**src/rtl/rv_stream_source.sv**
```systemverilog
`default_nettype none
// ============================================================================
// rv_stream_source : ready/valid burst initiator with pattern data and LFSR throttle
// Revision: 1.0
// ============================================================================
module rv_stream_source #(
  parameter int          DATA_WIDTH  = 8,
  parameter int          COUNT_WIDTH = 16,
  parameter logic [15:0] LFSR_SEED   = 16'hACE1
) (
  input  logic                   clk,
  input  logic                   rst_n,
  input  logic                   start,
  input  logic [COUNT_WIDTH-1:0] num_items,
  input  logic [1:0]             mode,
  input  logic [DATA_WIDTH-1:0]  base,
  input  logic [3:0]             throttle,
  input  logic                   abort,
  output logic                   m_valid,
  output logic [DATA_WIDTH-1:0]  m_data,
  input  logic                   m_ready,
  output logic                   busy,
  output logic                   done,
  output logic [COUNT_WIDTH-1:0] sent_count
);

  typedef enum logic [1:0] {
    S_IDLE = 2'd0,
    S_RUN  = 2'd1,
    S_DONE = 2'd2
  } state_t;

  localparam logic [15:0] LFSR_INIT = (LFSR_SEED == 16'h0000) ? 16'h0001 : LFSR_SEED;
  localparam logic [15:0] LFSR_POLY = 16'hB400;

  state_t                 state, state_nxt;
  logic [15:0]            lfsr, lfsr_nxt;
  logic                   valid_nxt;
  logic [DATA_WIDTH-1:0]  data_nxt;
  logic [COUNT_WIDTH-1:0] idx, idx_nxt;
  logic [COUNT_WIDTH-1:0] count_nxt;
  logic [COUNT_WIDTH-1:0] num_q, num_nxt;
  logic [1:0]             mode_q, mode_nxt;
  logic [DATA_WIDTH-1:0]  base_q, base_nxt;
  logic [3:0]             throttle_q, throttle_nxt;

  logic                   hs;
  logic                   last_beat;
  logic [15:0]            lfsr_step;
  logic [DATA_WIDTH-1:0]  idx_lo;
  logic [COUNT_WIDTH-1:0] walk_sh;
  logic [DATA_WIDTH-1:0]  pattern;

  assign hs        = m_valid & m_ready;
  assign last_beat = (sent_count == (num_q - COUNT_WIDTH'(1)));
  assign lfsr_step = (lfsr >> 1) ^ (lfsr[0] ? LFSR_POLY : 16'h0000);
  assign idx_lo    = DATA_WIDTH'(idx);
  assign walk_sh   = idx % COUNT_WIDTH'(DATA_WIDTH);
  assign busy      = (state == S_RUN);
  assign done      = (state == S_DONE);

  always_comb begin
    pattern = base_q;
    case (mode_q)
      2'd0:    pattern = base_q + idx_lo;
      2'd1:    pattern = base_q - idx_lo;
      2'd2:    pattern = base_q;
      default: pattern = DATA_WIDTH'(1) << walk_sh;
    endcase
  end

  always_ff @(posedge clk or negedge rst_n) begin
    if (!rst_n) begin
      state      <= S_IDLE;
      lfsr       <= LFSR_INIT;
      m_valid    <= 1'b0;
      m_data     <= '0;
      idx        <= '0;
      sent_count <= '0;
      num_q      <= '0;
      mode_q     <= '0;
      base_q     <= '0;
      throttle_q <= '0;
    end else begin
      state      <= state_nxt;
      lfsr       <= lfsr_nxt;
      m_valid    <= valid_nxt;
      m_data     <= data_nxt;
      idx        <= idx_nxt;
      sent_count <= count_nxt;
      num_q      <= num_nxt;
      mode_q     <= mode_nxt;
      base_q     <= base_nxt;
      throttle_q <= throttle_nxt;
    end
  end

  always_comb begin
    state_nxt    = state;
    lfsr_nxt     = lfsr;
    valid_nxt    = m_valid;
    data_nxt     = m_data;
    idx_nxt      = idx;
    count_nxt    = sent_count;
    num_nxt      = num_q;
    mode_nxt     = mode_q;
    base_nxt     = base_q;
    throttle_nxt = throttle_q;

    case (state)
      S_IDLE: begin
        if (start) begin
          num_nxt      = num_items;
          mode_nxt     = mode;
          base_nxt     = base;
          throttle_nxt = throttle;
          idx_nxt      = '0;
          count_nxt    = '0;
          state_nxt    = (num_items == '0) ? S_DONE : S_RUN;
        end
      end

      S_RUN: begin
        lfsr_nxt = lfsr_step;
        if (hs) count_nxt = sent_count + COUNT_WIDTH'(1);
        // A presented beat is never withdrawn; abort only takes effect at a handshake or while idle.
        if ((hs && (last_beat || abort)) || (abort && !m_valid)) begin
          valid_nxt = 1'b0;
          state_nxt = S_DONE;
        end else if ((!m_valid || hs) && (idx != num_q)) begin
          if (lfsr[3:0] < throttle_q) begin
            valid_nxt = 1'b0;
          end else begin
            valid_nxt = 1'b1;
            data_nxt  = pattern;
            idx_nxt   = idx + COUNT_WIDTH'(1);
          end
        end else if (hs) begin
          valid_nxt = 1'b0;
        end
      end

      S_DONE: state_nxt = S_IDLE;

      default: state_nxt = S_IDLE;
    endcase
  end

endmodule
`default_nettype wire

```
**config.mk**
```make
export PLATFORM = sky130hd
export DESIGN_NAME = rv_stream_source
export DESIGN_NICKNAME = d
export VERILOG_FILES = /design/src/rtl/rv_stream_source.sv
export SDC_FILE = /design/constraint.sdc
export NUM_CORES = 1
export LEC_CHECK = 0
export ABC_CLOCK_PERIOD_IN_PS = 6000
export BUFFER_PORTS_ARGS = -buffer_cell sky130_fd_sc_hd__buf_2
export CAP_MARGIN = 20
export CORE_MARGIN = 4
export CORE_UTILIZATION = 65
export CTS_BUF_LIST = sky130_fd_sc_hd__clkbuf_4 sky130_fd_sc_hd__clkbuf_8
export DETAILED_ROUTE_END_ITERATION = 16
export HOLD_SLACK_MARGIN = 0.05
export PLACE_DENSITY = 0.95
export SLEW_MARGIN = 10
export SYNTH_ARGS = -nofsm -noshare
export SYNTH_HDL_FRONTEND = slang
export SYNTH_SLANG_ARGS = --single-unit
```
**constraint.sdc**
```tcl
create_clock -name clk -period 6 [get_ports clk]
set_input_delay 0.9 -clock clk [delete_from_list [all_inputs] [get_ports clk]]
set_output_delay 0.9 -clock clk [all_outputs]
set_load 0.005 [all_outputs]
```
==> flow_metrics.env, run 1 <==
export IMPL_status="complete, no violations"
export IMPL_powerDensity_nw_per_um2=435
export IMPL_cts_buffers=9
export IMPL_drive_gt1_frac=0.157
export IMPL_ys_warn_count=0
export IMPL_place_ws_ns=2.80
export IMPL_hold_end="lfsr[6]"
export IMPL_path_clk_slew_ns=0.10
export IMPL_die_x_um=99.2
export IMPL_fmax_mhz=296
export IMPL_num_vias=4723
export IMPL_ys_seq_area_frac=0.413
export IMPL_ys_flop_type="dfrtp_1"
export IMPL_grt_ovfl_total=0
export IMPL_r2r_setup_slack_ns=2.73
export IMPL_clockBufferDepth=2
export IMPL_startpoint_type="flip-flop"
export IMPL_worst_setup_path_type="reg -> out"
export IMPL_post_cts_resized=0
export IMPL_cts_tree="done"
export IMPL_hold_depth=2
export IMPL_max_slew_margin_rel=0.392
export IMPL_io_pins=62
export IMPL_nets=725
export IMPL_hp_start="lfsr[7]"
export IMPL_htree_levels=3
export IMPL_setup_violations=0
export IMPL_die_h_um=99.2
export IMPL_synth_edf_count=0
export IMPL_finalInstanceArea_um2=5890
export IMPL_grt_pass1_vias=4807
export IMPL_period_needed_ns=3.38
export IMPL_final_cells=779
export IMPL_place_inst=763
export IMPL_drc=0
export IMPL_gp_congestion=0.927
export IMPL_avgSynthCellArea_um2=8.52
export IMPL_drt_iter0_drc=335
export IMPL_finalClockSkew_ns=0.0105
export IMPL_portBuffers=61
export IMPL_core_area_um2=8180
export IMPL_antenna_cells=0
export IMPL_multi_input_area_um2=2920
export IMPL_wire_per_inst_um=16.9
export IMPL_rsz0062_at_grt="false"
export IMPL_post_dp_cell_area_um2=5690
export IMPL_synth_area_um2=5410
export IMPL_p_leak_uw=0.00270
export IMPL_r2r_start="num_q[0]"
export IMPL_area_growth_pct=8.79
export IMPL_synth_seq_cells=89
export IMPL_final_hold_viol_count=0
export IMPL_drtAntennaViolNets=0
export IMPL_syn_nets=691
export IMPL_fillers=571
export IMPL_setup_tns_ns=0
export IMPL_post_cts_buffers=0
export IMPL_async_reset_ff_frac=1.00
export IMPL_die_area_um2=9850
export IMPL_vdd_ir_drop_max_mv=0.207
export IMPL_hold_path_class="reg -> reg"
export IMPL_hold_buffers=0
export IMPL_maxSlewViolCount=0
export IMPL_end_kind="output port"
export IMPL_globalRouteTotalUtil=0.284
export IMPL_grt_start_max_net_pins=51
export IMPL_worstMarginPinSlew_ns=0.908
export IMPL_drt_first_pass_iters=5
export IMPL_period_share=0.563
export IMPL_reg2reg_to="idx[3]"
export IMPL_clock_sinks=89
export IMPL_crit_fanout=23
export IMPL_drv_cap=0
export IMPL_grt_pass1_wl_mm=22.7
export IMPL_synthDistinctLibCells=59
export IMPL_dp_hpwl_mm=9.36
export IMPL_synth_cells=635
export IMPL_clk_latency_ns=0.37
export IMPL_crit_arrival_ns=2.48
export IMPL_vias_per_cell=6.06
export IMPL_initial_utilization=0.662
export IMPL_rows=33
export IMPL_worst_slack_ns=2.62
export IMPL_routed_wl_mm=13.2
export IMPL_reg2reg_depth=11
export IMPL_regArea_um2=2240
export IMPL_antenna_found_initial=0
export IMPL_cts_root_buf="clkbuf_8"
export IMPL_cp_required_ns=5.10
worst max-delay path, cell delays in order, from the launching register on:
cell,delay [ns]
dfrtp_1,0.42
nand2b_1,0.64
clkinv_1,0.72
buf_2,0.32
layout make-up:
class                           count  area share
Clock buffer                       10      0.0223
Clock inverter                      6      0.0115
Inverter                           18      0.0115
Multi-Input combinational cell    487       0.496
Sequential cell                    89       0.380
Tap cell                          105      0.0223
Timing Repair Buffer               64      0.0561
synthesized netlist by cell type (all sizes together), types with 5 or more instances:
| master | count | share of area |
|---|---|---|
| a21oi | 21 | 0.021 |
| buf | 12 | 0.015 |
| clkbuf | 29 | 0.020 |
| dfrtp | 81 | 0.37 |
| dfstp | 8 | 0.039 |
| ha | 20 | 0.046 |
| inv | 17 | 0.012 |
| mux2i | 7 | 0.013 |
| nand2 | 159 | 0.11 |
| nand2b | 7 | 0.0081 |
| nand3 | 27 | 0.025 |
| nand4 | 16 | 0.020 |
| nor2 | 33 | 0.023 |
| nor2b | 6 | 0.0069 |
| nor3 | 17 | 0.016 |
| nor4 | 10 | 0.013 |
| o211ai | 5 | 0.0069 |
| o21ai | 44 | 0.041 |
| or3 | 7 | 0.0081 |
| or4 | 7 | 0.010 |
| xnor2 | 42 | 0.068 |
| xor2 | 19 | 0.031 |
worst max path at each step:
| stage | startpoint | endpoint |
|---|---|---|
| 2_1_floorplan | num_q[0] | idx[4] |
| 3_3_place_gp | start | sent_count[13] |
| 3_5_place_dp | num_q[0] | idx[6] |
| 4_1_cts | state[1] | busy |
| 5_1_grt | state[1] | busy |
| 6_report | state[1] | busy |
sequential cells by signal, summed over array words and instances (netlist names), 2 cells and up:
register	cells
base_q	8
idx	16
lfsr	16
m_data	8
mode_q	2
num_q	16
sent_count	16
state	2
throttle_q	4
stage by stage:
step / power [uW] / hold slack (ns) / util
finish: 2560 / 0.458 / 0.720
global route: 2770 / 0.478 / 0.720
CTS: 2550 / 0.457 / 0.720
detailed placement: 2130 / 0.441 / 0.696
global placement: 2050 / 0.439 / 0.696
floorplan: 1840 / 0.435 / -
routing by layer:
metal | global-route usage | vias to the layer above | share of wire
met3 | 0.0365 | 54 | 0.067
met4 | 0.149 | 0 | 0.040
met1 | 0.367 | 2239 | 0.40
met2 | 0.467 | 222 | 0.49
met5 | 0 | - | 0
li1 | - | 2208 | -
power breakdown:
| part | internal, uW | leakage, uW | switching [uW] |
|---|---|---|---|
| registers | 740 | 0.00115 | 242 |
| logic | 495 | 0.00146 | 653 |
| clock network | 199 | 0.0000963 | 234 |
| total | 1430 | 0.00270 | 1130 |
layout by cell type, fill, tap and decap left out, types with 4 or more instances in the layout:
cell / synthesis / layout
nand2_1: 159 / 159
dfrtp_1: 81 / 81
buf_2: 5 / 60
xnor2_1: 42 / 42
o21ai_0: 40 / 40
nor2_1: 33 / 33
nand3_1: 27 / 27
ha_1: 20 / 20
a21oi_1: 19 / 19
xor2_1: 19 / 19
inv_1: 17 / 17
nor3_1: 17 / 17
nand4_1: 15 / 15
nor4_1: 9 / 9
clkbuf_8: 0 / 9
dfstp_2: 8 / 8
nand2b_1: 7 / 7
mux2i_1: 7 / 7
or3_1: 7 / 7
nor2b_1: 6 / 6
or4_1: 6 / 6
o211ai_1: 5 / 5
a21o_1: 4 / 4
buf_4: 2 / 4
cell families after synthesis:
kind of cell | after synthesis | synth area share
compound gates | 91 | 0.111
flops | 89 | 0.413
fa+ha+maj | 21 | 0.0499
mux | 9 | 0.0171
buf+inv | 59 | 0.0476
simple gates | 305 | 0.263
xor+xnor | 61 | 0.0987
No activity file was read; power rests on OpenSTA's default activity.
==> run 2, diff against run 1 <==
--- a/config.mk
+++ b/config.mk
@@ -5,15 +5,16 @@
 export SDC_FILE = /design/constraint.sdc
 export NUM_CORES = 1
 export LEC_CHECK = 0
-export ABC_CLOCK_PERIOD_IN_PS = 6000
+export ABC_AREA = 1
+export ABC_CLOCK_PERIOD_IN_PS = 3200
 export BUFFER_PORTS_ARGS = -buffer_cell sky130_fd_sc_hd__buf_2
 export CAP_MARGIN = 20
 export CORE_MARGIN = 4
-export CORE_UTILIZATION = 65
+export CORE_UTILIZATION = 61
 export CTS_BUF_LIST = sky130_fd_sc_hd__clkbuf_4 sky130_fd_sc_hd__clkbuf_8
 export DETAILED_ROUTE_END_ITERATION = 16
 export HOLD_SLACK_MARGIN = 0.05
-export PLACE_DENSITY = 0.95
+export PLACE_DENSITY = 0.93
 export SLEW_MARGIN = 10
 export SYNTH_ARGS = -nofsm -noshare
 export SYNTH_HDL_FRONTEND = slang
==> constraint.sdc (replaced) <==
create_clock -name clk -period 3.2 [get_ports clk]
set_input_delay 0.48 -clock clk [delete_from_list [all_inputs] [get_ports clk]]
set_output_delay 0.48 -clock clk [all_outputs]
set_load 0.005 [all_outputs]
==> flow_metrics.env, run 2 <==
export IMPL_drive_gt1_frac=0.143
export IMPL_drtAntennaViolNets=0
export IMPL_core_area_um2=9150
export IMPL_slowest_delay_ns=0.56
export IMPL_p_int_uw=2740
export IMPL_grt_pass1_vias=5088
export IMPL_portBuffers=61
export IMPL_num_vias=5331
export IMPL_rsz0062_at_grt="false"
export IMPL_grt_pass1_wl_mm=23.3
export IMPL_htree_levels=3
export IMPL_antenna_found_initial=0
export IMPL_setup_tns_ns=0
export IMPL_maxSlewViolCount=0
export IMPL_post_cts_buffers=0
export IMPL_clockBufferDepth=2
export IMPL_worstMarginPinSlew_ns=0.815
export IMPL_r2r_setup_slack_ns=0.39
export IMPL_setup_violations=0
export IMPL_r2r_start="idx[2]"
export IMPL_vdd_ir_drop_max_mv=0.626
export IMPL_die_x_um=105
export IMPL_gp_congestion=0.926
export IMPL_powerDensity_nw_per_um2=812
export IMPL_dp_hpwl_mm=9.60
export IMPL_status="complete, no violations"
export IMPL_routed_wl_mm=13.6
export IMPL_worst_setup_path_type="reg -> reg"
export IMPL_yosysTopAreaCell="dfrtp_1"
export IMPL_drt_first_pass_iters=5
export IMPL_final_hold_viol_count=0
export IMPL_synthTopCellsByArea="dfrtp_1, nand2_1, inv_1, o21ai_0, xor2_1"
export IMPL_post_cts_resized=0
export IMPL_avgSynthCellArea_um2=7.33
export IMPL_nets=883
export IMPL_wire_per_inst_um=14.5
export IMPL_synthDistinctLibCells=44
export IMPL_cp_slowest_cell="dfrtp_1"
export IMPL_seqPwrFrac=0.334
export IMPL_final_common_cell="nand2_1"
export IMPL_pwr_share_clk=0.177
export IMPL_startpoint_type="flip-flop"
export IMPL_finalClockSkew_ns=0.0173
export IMPL_reg2reg_to="m_data[6]"
export IMPL_drt_iter0_drc=462
export IMPL_rows=35
export IMPL_clock_sinks=89
export IMPL_cts_tree="done"
export IMPL_synth_seq_cells=89
export IMPL_ys_flop_type="dfrtp_1"
export IMPL_final_cell_mix="nand2_1, inv_1, dfrtp_1"
export IMPL_path_clk_slew_ns=0.11
export IMPL_period_share=0.877
export IMPL_power_share_switching=0.461
export IMPL_drc=0
export IMPL_io_pins=62
export IMPL_place_ws_ns=0.505
export IMPL_path_cells="clkinv_1 > a31oi_1 > xor2_1 > inv_1 > ha_1 > a21boi_0 > o21ai_0 > nand2_1 > a21oi_1 > xor2_1 > o21ai_0 > nand2_1 > nand2_1"
export IMPL_syn_nets=833
export IMPL_hold_buffers=0
export IMPL_crit_arrival_ns=3.09
export IMPL_netlist_area_leader_share=0.356
export IMPL_crit_fanout=9
export IMPL_synth_edf_count=0
export IMPL_end_kind="flip-flop"
export IMPL_die_area_um2=11000
export IMPL_async_reset_ff_frac=1.00
export IMPL_pwr_share_comb=0.489
export IMPL_reg2reg_depth=13
export IMPL_hold_path_class="in -> async"
export IMPL_p_leak_uw=0.00308
export IMPL_worst_path_most_repeated_cell="nand2_1"
export IMPL_ys_seq_area_frac=0.393
export IMPL_fmax_mhz=356
export IMPL_grt_ovfl_total=0
export IMPL_synth_area_um2=5700
export IMPL_grt_start_max_net_pins=62
export IMPL_synth_cells=777
export IMPL_synth_common_cells="nand2_1, inv_1, dfrtp_1"
export IMPL_p_sw_uw=2350
export IMPL_vias_per_cell=5.65
export IMPL_ys_warn_count=0
export IMPL_globalRouteTotalUtil=0.258
export IMPL_worst_slack_ns=0.394
export IMPL_period_needed_ns=2.81
export IMPL_max_slew_margin_rel=0.452
export IMPL_area_growth_pct=9.95
export IMPL_cts_root_buf="clkbuf_8"
export IMPL_die_h_um=105
export IMPL_drv_cap=0
export IMPL_yosysMostFrequentCell="nand2_1"
export IMPL_cts_buffers=9
export IMPL_clk_latency_ns=0.38
export IMPL_cp_required_ns=3.48
export IMPL_initial_utilization=0.623
export IMPL_antenna_cells=0
==> run 2: power by group through the flow <==
stage	Sequential [uW]	Clock (uW)	Combinational, uW
global placement	1690	0	2340
global route	1740	953	2830
finish	1700	900	2490
CTS	1690	902	2450
detailed placement	1700	0	2400
floorplan	1620	0	1900
==> run 2: how the worst max path moves through the flow <==
stage | to | cells past startpoint | slack [ns] | from
after floorplan | m_data[6] | 14 | 0.73 | idx[0]
after global placement | m_data[6] | 14 | 0.57 | idx[0]
after detailed placement | m_data[6] | 13 | 0.50 | idx[2]
after CTS | m_data[6] | 14 | 0.44 | idx[0]
after global routing | m_data[6] | 13 | 0.17 | idx[0]
final | m_data[6] | 13 | 0.39 | idx[2]
==> run 2: kinds of logic after synthesis <==
group           share of synthesized area
compound gates                     0.0937
xor+xnor                           0.0661
flops                               0.393
fa+ha+maj                          0.0474
simple gates                        0.315
buf+inv                            0.0852
==> run 2: stage by stage <==
stage                     utilization  power (uW)  std cells  hold WS [ns]  area [um2]
after floorplan                     -        3520        777         0.184        5700
after global placement          0.660        4030        927         0.460        6040
after detailed placement        0.660        4100        927         0.460        6040
after CTS                       0.685        5040        943         0.197        6270
after global routing            0.685        5520        943         0.222        6270
final                           0.685        5090        943         0.179        6270
==> run 2: metal layers <==
| metal | track usage | vias to the layer above | share of wire |
|---|---|---|---|
| met4 | 0.119 | 0 | 0.034 |
| met3 | 0.0488 | 43 | 0.072 |
| met1 | 0.342 | 2462 | 0.42 |
| met2 | 0.410 | 241 | 0.47 |
| li1 | - | 2585 | - |
| met5 | 0 | - | 0 |
==> run 2: worst max-delay path, delay by kind of cell, from the launching register on <==
family,cells,cell delay [ns]
simple gates,3,0.18
fa+ha+maj,1,0.31
buf+inv,2,0.40
compound gates,5,0.90
xor+xnor,2,0.35
flops,1,0.56
==> run 2: final cells by class <==
cell class | instances | area, um2
sequential | 89 | 2240
inverter | 87 | 327
fill | 662 | 2890
clock buffer | 9 | 124
timing repair buffer | 68 | 360
clock inverter | 7 | 100
multi-input combinational | 572 | 2980
tap | 111 | 139
==> run 3, diff against run 2 <==
--- a/config.mk
+++ b/config.mk
@@ -6,15 +6,15 @@
 export NUM_CORES = 1
 export LEC_CHECK = 0
 export ABC_AREA = 1
-export ABC_CLOCK_PERIOD_IN_PS = 3200
+export ABC_CLOCK_PERIOD_IN_PS = 3300
 export BUFFER_PORTS_ARGS = -buffer_cell sky130_fd_sc_hd__buf_2
 export CAP_MARGIN = 20
 export CORE_MARGIN = 4
-export CORE_UTILIZATION = 61
+export CORE_UTILIZATION = 65
 export CTS_BUF_LIST = sky130_fd_sc_hd__clkbuf_4 sky130_fd_sc_hd__clkbuf_8
 export DETAILED_ROUTE_END_ITERATION = 16
 export HOLD_SLACK_MARGIN = 0.05
-export PLACE_DENSITY = 0.93
+export PLACE_DENSITY = 0.95
 export SLEW_MARGIN = 10
 export SYNTH_ARGS = -nofsm -noshare
 export SYNTH_HDL_FRONTEND = slang
==> constraint.sdc (replaced) <==
create_clock -name clk -period 3.3 [get_ports clk]
set_input_delay 0.495 -clock clk [delete_from_list [all_inputs] [get_ports clk]]
set_output_delay 0.495 -clock clk [all_outputs]
set_load 0.005 [all_outputs]
==> flow_metrics.env, run 3 (synthesized netlist as in run 2, its figures left out) <==
export IMPL_final_cells=936
export IMPL_r2r_setup_slack_ns=0.44
export IMPL_path_clk_slew_ns=0.11
export IMPL_rows=33
export IMPL_cp_required_ns=3.58
export IMPL_p_leak_uw=0.00305
export IMPL_grt_pass1_wl_mm=24.0
export IMPL_path_cells="clkinv_1 > ha_1 > o21ai_0 > ha_1 > nand2_1 > a21boi_0 > o21ai_0 > nand2_1 > a21oi_1 > xor2_1 > o21ai_0 > nand2_1 > nand2_1"
export IMPL_max_slew_margin_rel=0.405
export IMPL_post_cts_resized=0
export IMPL_reg2reg_depth=13
export IMPL_setup_violations=0
export IMPL_initial_utilization=0.680
export IMPL_cts_root_buf="clkbuf_8"
export IMPL_maxSlewViolCount=0
export IMPL_startpoint_type="flip-flop"
export IMPL_die_area_um2=10300
export IMPL_final_common_cell="nand2_1"
export IMPL_grt_start_max_net_pins=64
export IMPL_hold_path_class="in -> async"
export IMPL_drtAntennaViolNets=0
export IMPL_grt_ovfl_total=0
export IMPL_antenna_cells=0
export IMPL_fillers=591
export IMPL_vias_per_cell=5.78
export IMPL_final_core_util=0.742
export IMPL_antenna_found_initial=0
export IMPL_clk_latency_ns=0.37
export IMPL_drive_gt1_frac=0.142
export IMPL_cp_slowest_cell="dfrtp_1"
export IMPL_clock_sinks=89
export IMPL_crit_fanout=9
export IMPL_area_growth_pct=9.20
export IMPL_wire_per_inst_um=15.0
export IMPL_end_kind="flip-flop"
export IMPL_regArea_um2=2240
export IMPL_cp_startpoint="idx[2]"
export IMPL_final_hold_viol_count=0
export IMPL_cts_tree="done"
export IMPL_cts_buffers=9
export IMPL_drt_iter0_drc=371
export IMPL_io_pins=62
export IMPL_reg2reg_to="m_data[6]"
export IMPL_gp_congestion=0.925
export IMPL_place_inst=920
export IMPL_place_ws_ns=0.534
export IMPL_period_needed_ns=2.86
export IMPL_grt_pass1_vias=5222
export IMPL_crit_family="compound AO/OA/AOI/OAI gates"
export IMPL_worst_setup_path_type="reg -> reg"
export IMPL_die_x_um=102
export IMPL_drt_first_pass_iters=7
export IMPL_post_cts_buffers=0
export IMPL_portBuffers=61
export IMPL_path_buf_inv=1
export IMPL_powerDensity_nw_per_um2=777
export IMPL_worst_path_most_repeated_cell="nand2_1"
export IMPL_drv_cap=0
export IMPL_setup_tns_ns=0
export IMPL_period_share=0.865
export IMPL_rsz0062_at_grt="false"
export IMPL_num_vias=5414
export IMPL_routed_wl_mm=14.0
export IMPL_vdd_ir_drop_max_mv=0.623
export IMPL_clockBufferDepth=2
export IMPL_dp_hpwl_mm=10.2
export IMPL_slowest_delay_ns=0.57
export IMPL_finalClockSkew_ns=0.0109
export IMPL_worst_slack_ns=0.445
export IMPL_htree_levels=3
export IMPL_crit_arrival_ns=3.13
export IMPL_final_cell_mix="nand2_1, inv_1, dfrtp_1"
export IMPL_whs_ns=0.187
export IMPL_drc=0
export IMPL_fmax_mhz=350
export IMPL_multi_input_area_um2=2980
export IMPL_core_area_um2=8380
export IMPL_status="complete, no violations"
export IMPL_r2r_start="idx[2]"
export IMPL_globalRouteTotalUtil=0.291
export IMPL_hold_buffers=0
export IMPL_nets=882
export IMPL_worstMarginPinSlew_ns=0.885
export IMPL_die_h_um=102
==> run 3: final cells by class <==
type	instances	share of cell area
multi-input combinational	572	0.479
sequential	89	0.359
timing repair buffer	67	0.0567
inverter	87	0.0525
tap	105	0.0211
clock inverter	7	0.0117
clock buffer	9	0.0199
==> run 3: power by group <==
part / total (uW) / leakage [uW] / switching [uW] / internal [uW]
combinational: 2430 / 0.00181 / 1560 / 873
sequential: 1650 / 0.00115 / 311 / 1340
clock: 753 / 0.0000966 / 457 / 296
==> run 3: worst max-delay path by stage <==
stage / endpoint / slack (ns) / cells past startpoint
6_report: m_data[6] / 0.44 / 13
5_1_grt: m_data[6] / 0.11 / 13
4_1_cts: m_data[6] / 0.50 / 13
3_5_place_dp: m_data[6] / 0.53 / 13
3_3_place_gp: m_data[6] / 0.63 / 13
2_1_floorplan: m_data[6] / 0.83 / 14
==> run 3: per-layer routing <==
metal  up-vias  part of all wire  wire length, um  GRT usage
met5         -                 0                0          0
met1      2518              0.41             5680      0.385
met2       271              0.49             6840      0.482
met4         0             0.029              410      0.118
li1       2584                 -                -          -
met3        41             0.077             1080     0.0406
==> run 3: stage by stage <==
stage               area [um2]  total power, uW
finish                    6220             4840
global route              6220             5270
CTS                       6220             4800
detailed placement        6030             4020
global placement          6030             3940
floorplan                 5700             3420
==> run 3: worst reg2reg max path, cell delays in order (launching register included) <==
cell and delay (ns):
dfrtp_1 0.57, clkinv_1 0.33, ha_1 0.37, o21ai_0 0.17, ha_1 0.30, nand2_1 0.10, a21boi_0 0.11, o21ai_0 0.23
nand2_1 0.09, a21oi_1 0.16, xor2_1 0.15, o21ai_0 0.08, nand2_1 0.08, nand2_1 0.04
